==> config.mk <==
export PLATFORM = sky130hd
export DESIGN_NAME = mc_datapath_mul
export DESIGN_NICKNAME = d
export VERILOG_FILES = /design/src/rtl/mc_datapath_mul.sv
export SDC_FILE = /design/constraint.sdc
export NUM_CORES = 2
export LEC_CHECK = 0
export CAP_MARGIN = 20
export CORE_UTILIZATION = 52
export DETAILED_ROUTE_END_ITERATION = 7
export MAX_ROUTING_LAYER = met4
export PLACE_DENSITY = 0.69
export SLEW_MARGIN = 15
export SYNTH_ARGS = -nofsm -noshare
export SYNTH_HDL_FRONTEND = slang
export SYNTH_SLANG_ARGS = --single-unit
==> constraint.sdc <==
create_clock -name clk -period 9.15 [get_ports clk]
set_input_delay 1.83 -clock clk [delete_from_list [all_inputs] [get_ports clk]]
set_output_delay 1.83 -clock clk [all_outputs]
set_load 0.05 [all_outputs]
==> src/rtl/mc_datapath_mul.sv <==
// mc_datapath_mul: multicycle ARM datapath (PC, IR, data/operand regs,
// 15-entry register file, extender, ALU, muxes) plus an iterative
// shift-add multiplier whose product is selectable on the Result bus.
// Optional macro MC_DP_MUL_EARLY_EN: multiplier stops as soon as the
// remaining multiplier bits are all zero (same product, fewer cycles).
module mc_datapath_mul #(
  parameter int              WIDTH    = 32,
  parameter logic [WIDTH-1:0] RESET_PC = '0
) (
  input  logic             clk,
  input  logic             reset,
  output logic [WIDTH-1:0] Adr,
  output logic [WIDTH-1:0] WriteData,
  input  logic [WIDTH-1:0] ReadData,
  output logic [WIDTH-1:0] Instr,
  output logic [3:0]       ALUFlags,
  input  logic             PCWrite,
  input  logic             RegWrite,
  input  logic             IRWrite,
  input  logic             AdrSrc,
  input  logic [1:0]       RegSrc,
  input  logic [1:0]       ALUSrcA,
  input  logic [1:0]       ALUSrcB,
  input  logic [1:0]       ResultSrc,
  input  logic [1:0]       ImmSrc,
  input  logic [1:0]       ALUControl,
  input  logic             MulStart,
  output logic             MulBusy,
  output logic             MulDone
);
  localparam int CW = $clog2(WIDTH + 1);

  typedef enum logic [1:0] {M_IDLE, M_RUN, M_DONE} mstate_e;

  logic [WIDTH-1:0] pc_q, instr_q, data_q, a_q, wd_q, aluout_q, mulres_q, mulres_d;
  logic [WIDTH-1:0] rf_q [15];
  logic [WIDTH-1:0] result, rd1, rd2, ext_imm, srca, srcb, b_eff, alu_res;
  logic [WIDTH:0]   sum;
  logic [3:0]       ra1, ra2;
  logic             cflag, vflag;

  mstate_e          mstate_q, mstate_d;
  logic [WIDTH-1:0] mcand_q, mcand_d, mplier_q, mplier_d, acc_q, acc_d;
  logic [CW-1:0]    count_q, count_d;

  // Register-file addressing and reads; R15 reads see the Result bus
  always_comb begin
    ra1 = RegSrc[0] ? 4'hf : instr_q[19:16];
    ra2 = RegSrc[1] ? instr_q[15:12] : instr_q[3:0];
    rd1 = (ra1 == 4'hf) ? result : rf_q[ra1];
    rd2 = (ra2 == 4'hf) ? result : rf_q[ra2];
  end

  // Immediate extender
  always_comb begin
    case (ImmSrc)
      2'b00:   ext_imm = {{(WIDTH-8){1'b0}}, instr_q[7:0]};
      2'b01:   ext_imm = {{(WIDTH-12){1'b0}}, instr_q[11:0]};
      2'b10:   ext_imm = {{(WIDTH-26){instr_q[23]}}, instr_q[23:0], 2'b00};
      default: ext_imm = '0;
    endcase
  end

  // ALU operand muxes, ALU and flags; subtraction is A + ~B + 1
  always_comb begin
    case (ALUSrcA)
      2'b00:   srca = a_q;
      2'b01:   srca = pc_q;
      2'b10:   srca = aluout_q;
      default: srca = '0;
    endcase
    case (ALUSrcB)
      2'b00:   srcb = wd_q;
      2'b01:   srcb = ext_imm;
      2'b10:   srcb = WIDTH'(4);
      default: srcb = '0;
    endcase
    b_eff = ALUControl[0] ? ~srcb : srcb;
    sum   = {1'b0, srca} + {1'b0, b_eff} + (WIDTH+1)'(ALUControl[0]);
    cflag = 1'b0;
    vflag = 1'b0;
    case (ALUControl)
      2'b10:   alu_res = srca & srcb;
      2'b11:   alu_res = srca | srcb;
      default: begin
        alu_res = sum[WIDTH-1:0];
        cflag   = sum[WIDTH];
        vflag   = (srca[WIDTH-1] == b_eff[WIDTH-1]) && (sum[WIDTH-1] != srca[WIDTH-1]);
      end
    endcase
    ALUFlags = {alu_res[WIDTH-1], alu_res == '0, cflag, vflag};
  end

  // Result bus and memory address
  always_comb begin
    case (ResultSrc)
      2'b00:   result = aluout_q;
      2'b01:   result = data_q;
      2'b10:   result = alu_res;
      default: result = mulres_q;
    endcase
    Adr = AdrSrc ? result : pc_q;
  end

  // Multiplier next state: one shift-add step per RUN cycle
  always_comb begin
    mstate_d = mstate_q;
    mcand_d  = mcand_q;
    mplier_d = mplier_q;
    acc_d    = acc_q;
    count_d  = count_q;
    mulres_d = mulres_q;
    case (mstate_q)
      M_IDLE: if (MulStart) begin
        mcand_d  = a_q;
        mplier_d = wd_q;
        acc_d    = '0;
        count_d  = CW'(WIDTH);
        mstate_d = M_RUN;
      end
      M_RUN: begin
        acc_d    = acc_q + (mplier_q[0] ? mcand_q : '0);
        mcand_d  = mcand_q << 1;
        mplier_d = mplier_q >> 1;
        count_d  = count_q - CW'(1);
`ifdef MC_DP_MUL_EARLY_EN
        if (count_d == '0 || mplier_d == '0) begin
`else
        if (count_d == '0) begin
`endif
          mulres_d = acc_d;
          mstate_d = M_DONE;
        end
      end
      default: mstate_d = M_IDLE;
    endcase
  end

  assign MulBusy   = (mstate_q == M_RUN);
  assign MulDone   = (mstate_q == M_DONE);
  assign Instr     = instr_q;
  assign WriteData = wd_q;

  // Datapath and multiplier registers; reset aborts any multiply silently
  always_ff @(posedge clk) begin
    if (reset) begin
      pc_q     <= RESET_PC;
      instr_q  <= '0;
      data_q   <= '0;
      a_q      <= '0;
      wd_q     <= '0;
      aluout_q <= '0;
      mulres_q <= '0;
      mstate_q <= M_IDLE;
      mcand_q  <= '0;
      mplier_q <= '0;
      acc_q    <= '0;
      count_q  <= '0;
    end else begin
      if (PCWrite) pc_q    <= result;
      if (IRWrite) instr_q <= ReadData;
      data_q   <= ReadData;
      a_q      <= rd1;
      wd_q     <= rd2;
      aluout_q <= alu_res;
      mulres_q <= mulres_d;
      mstate_q <= mstate_d;
      mcand_q  <= mcand_d;
      mplier_q <= mplier_d;
      acc_q    <= acc_d;
      count_q  <= count_d;
    end
  end

  // Register file R0-R14; writes aimed at R15 are dropped
  always_ff @(posedge clk) begin
    if (reset) begin
      for (int i = 0; i < 15; i++) rf_q[i] <= '0;
    end else if (RegWrite && instr_q[15:12] != 4'hf) begin
      rf_q[instr_q[15:12]] <= result;
    end
  end

endmodule

==> qor.yml <==
clock_sinks: 834
initial_core_util_pct: 52.8
dieHeight_um: 294
drive_above_1_share_pct: 15.0
viasPerCell: 6.65
grt_setup_unrepaired: "false"
dieWidth_um: 294
synth-seq-cells: 834
synthDistinctLibCells: 96
post-place-ws_ns: 0.210
run_status: "finished, final reports clean"
slew_violations: 0
synth-warning-count: 0
num_vias: 36689
met3_wirelength_um: 19700
cp.arrival_ns: 7.10
cp_slowest_cell: "clkdlybuf4s50_1"
period_share_pct: 97.6
die_area_sq_um: 86600
synthArstFlopShare_pct: 0
max-vdd-ir-drop_mv: 0.159
clock_path_buffers: 3
detail-route-antenna-nets: 0
grt_max_degree: 188
dr.pass1.iters: 8
crit_path_start_kind: "input pin"
row_count: 106
top_layer_used: "met4"
synth_top_flop_cell: "edfxtp_1"
syn_inst: 4285
finalSetupViolCount: 0
grt_pass1_vias: 34816
tightestPinTransition_ns: 1.16
dpl.hpwl_um: 106000
yosysTopAreaCellShare_pct: 34.2
seq_area_frac_synth_pct: 49.0
whs_ns: 0.456
synthTopCellsByArea: "edfxtp_1, dfxtp_1, mux4_2"
grt-ovfl-total: 0
worstHoldPathType: "flop to flop"
cts_buffers: 91
critPathBufInv: 2
syn_area_per_cell_sq_um: 10.4
cp_slowest_stage_delay_ns: 0.61
max_freq_mhz: 112
wirelength_um: 163000
synth_area_sq_um: 44400
grt_first_pass_wirelength_um: 236000
antenna_found_initial: 4
synth_edf_count: 506
power-per-cell-area_nw_per_um2: 200
fillers: 7038
crit_path_end_kind: "primary output"
clk_latency_ns: 0.68
io_pins: 153
wire_per_inst_um: 29.5
hold_violations: 0
grt_use_total_pct: 38.5
layout_setup_ws_ns: 0.216
cts_tree: "yes"
path_clk_slew_ns: 0.06
timing.setup.tns_ns: 0
skew_ns: 0.0447
io_buffers: 152
h-tree-depth: 3
max_cap_violations: 0
power.leakage_nw: 18.6
path_cells: "clkdlybuf4s50_1, and4bb_2, a221oi_1, nand2_1, nor2b_1, ha_1, a21oi_1, o31ai_1, or2_2, a2111oi_0, nor3_1, nor4_1, nand4_1, nor4_1, nand3_1, nor2_1, buf_12"
place.gp.congestion: 0.988
finalPower_mw: 10.1
drtIter0Drc: 4882
layout.nets: 4427
crit_fanout: 12
crit_type: "input pin to primary output"
crit_top_cell: "nor4_1"
relSlewSlack_pct: 20.6
crit_required_ns: 7.32
yosysTopAreaCell: "edfxtp_1"
area_growth_pct: 13.7
root_buffer: "clkbuf_16"
fp.coreArea_sq_um: 84100
drt-met1-wl_um: 61100
met2_length_um: 73800
finalCriticalPeriod_ns: 8.93
cp_top_family: "simple AND/OR/NAND/NOR gates"
remaining_drc_errors: 0
final timing paths:
path | from | to | slack, ns | cells after the start
max | ImmSrc[1] | ALUFlags[2] | 0.22 | 17
min reg2reg | mulres_q[23] | mulres_q[23] | 0.46 | 2
max reg2reg | Instr[2] | a_q[30] | 3.09 | 15
min | mulres_q[23] | mulres_q[23] | 0.46 | 2
layer usage:
layer	GRT usage (%)	up-vias
met5	-	-
met4	17.4	0
met3	9.13	522
met2	58.3	2544
met1	49.2	17903
li1	-	15720
flip-flops by register name, indices dropped and copies added (netlist names):
register   count
WriteData     32
mplier_q      32
Instr         32
mulres_q      32
mcand_q       32
a_q           32
rf_q         506
aluout_q      32
pc_q          32
mstate_q       2
acc_q         32
data_q        32
count_q        6
through the flow:
| step | instance area (sq um) | instances | util [%] |
|---|---|---|---|
| 6_report | 50500 | 5521 | 60.0 |
| 5_1_grt | 50500 | 5521 | 60.0 |
| 4_1_cts | 50500 | 5520 | 60.0 |
| 3_5_place_dp | 47400 | 5351 | 56.3 |
| 3_3_place_gp | 47400 | 5350 | 56.3 |
| 2_1_floorplan | 44500 | 4310 | - |
synth_stat cells, drive strengths merged (7+ instances only):
| library cell | n |
|---|---|
| nor2 | 792 |
| edfxtp | 506 |
| nand2 | 420 |
| dfxtp | 328 |
| clkbuf | 289 |
| mux4 | 190 |
| a21oi | 186 |
| mux2i | 146 |
| o21ai | 110 |
| nand3 | 105 |
| buf | 100 |
| inv | 93 |
| a311oi | 70 |
| nor2b | 65 |
| ha | 64 |
| mux2 | 54 |
| xnor2 | 54 |
| a211oi | 50 |
| o22ai | 50 |
| a22oi | 44 |
| o21a | 38 |
| and2 | 37 |
| nor3 | 36 |
| a2111oi | 34 |
| a21o | 34 |
| a221oi | 33 |
| a31oi | 32 |
| nand2b | 32 |
| o221ai | 29 |
| maj3 | 23 |
| o211ai | 19 |
| xor2 | 18 |
| o31ai | 16 |
| nand4 | 15 |
| nand3b | 14 |
| nor3b | 13 |
| a22o | 10 |
| nor4 | 10 |
| and3 | 9 |
| o21bai | 9 |
| o2bb2ai | 8 |
| nand4b | 7 |
| o2111ai | 7 |
| or2 | 7 |
| or3 | 7 |
worst reg2reg max path, stage by stage (launching register included):
cell and delay (ns):
dfxtp_1 0.38, buf_4 0.26, or3b_2 0.46, a31oi_1 0.27, xnor2_1 0.10, ha_1 0.44
a211oi_1 0.13, o211ai_1 0.58, nand4b_1 0.34, a211oi_1 0.55, o31ai_1 0.16, nor3b_1 0.16
o31ai_1 0.53, a21oi_2 0.20, buf_4 0.26, a2111oi_0 1.01
layout by cell type (no fill, tap or decap), types with 15 or more instances in the layout:
master / n
nor2_1: 784
edfxtp_1: 506
nand2_1: 420
dfxtp_1: 326
mux4_2: 190
a21oi_1: 182
buf_4: 157
mux2i_1: 141
clkdlybuf4s50_1: 108
nand3_1: 101
o21ai_0: 94
clkbuf_16: 94
inv_1: 87
a311oi_1: 70
nor2b_1: 64
ha_1: 64
mux2_2: 54
xnor2_1: 54
o22ai_1: 50
a211oi_1: 46
a22oi_1: 44
o21a_1: 38
and2_1: 37
a21o_1: 34
nor3_1: 33
a221oi_1: 32
a31oi_1: 30
o221ai_1: 28
clkbuf_1: 28
conb_1: 26
a2111oi_0: 24
maj3_1: 23
buf_12: 21
o211ai_1: 19
xor2_1: 18
nand2b_2: 16
clkinv_2: 16
nand2b_1: 16
nand4_1: 15
logic make-up after synthesis:
| kind of cell | Yosys count | share of synthesized area, % |
|---|---|---|
| multiplexers | 390 | 14.3 |
| adder cells (fa/ha/maj) | 89 | 2.41 |
| flip-flops | 834 | 49.0 |
| buffers and inverters | 483 | 4.22 |
| other | 1 | 0.00844 |
| XOR/XNOR | 72 | 1.42 |
| AO/OA/AOI/OAI | 825 | 13.2 |
| AND/OR/NAND/NOR | 1591 | 15.5 |
power by group:
group          internal (mW)  total, mW  switching [mW]
Clock                   2.26       3.84            1.58
Combinational          0.652       1.88            1.23
Sequential              4.19       4.38           0.194
Total                   7.10       10.1            3.01
cell type report:
type / instances / area [sq um] / share of cell area (%)
clock inverters: 38 / 527 / 1.04
well taps: 1134 / 1420 / 2.81
multi-input cells: 2993 / 21100 / 41.8
repair buffers: 296 / 2740 / 5.42
diodes: 1 / 2.50 / 0.00496
clock buffers: 131 / 2580 / 5.11
inverters: 94 / 354 / 0.701
flip-flops and latches: 834 / 21800 / 43.1
repair_timing:
| item | CTS | global route |
|---|---|---|
| setup endpoints to repair | 0 | 1 |
| setup buffers | 0 | 0 |
| hold buffers | 0 | 0 |
| gates resized for setup | 0 | 2 |
(Power assumes the default switching activity.)
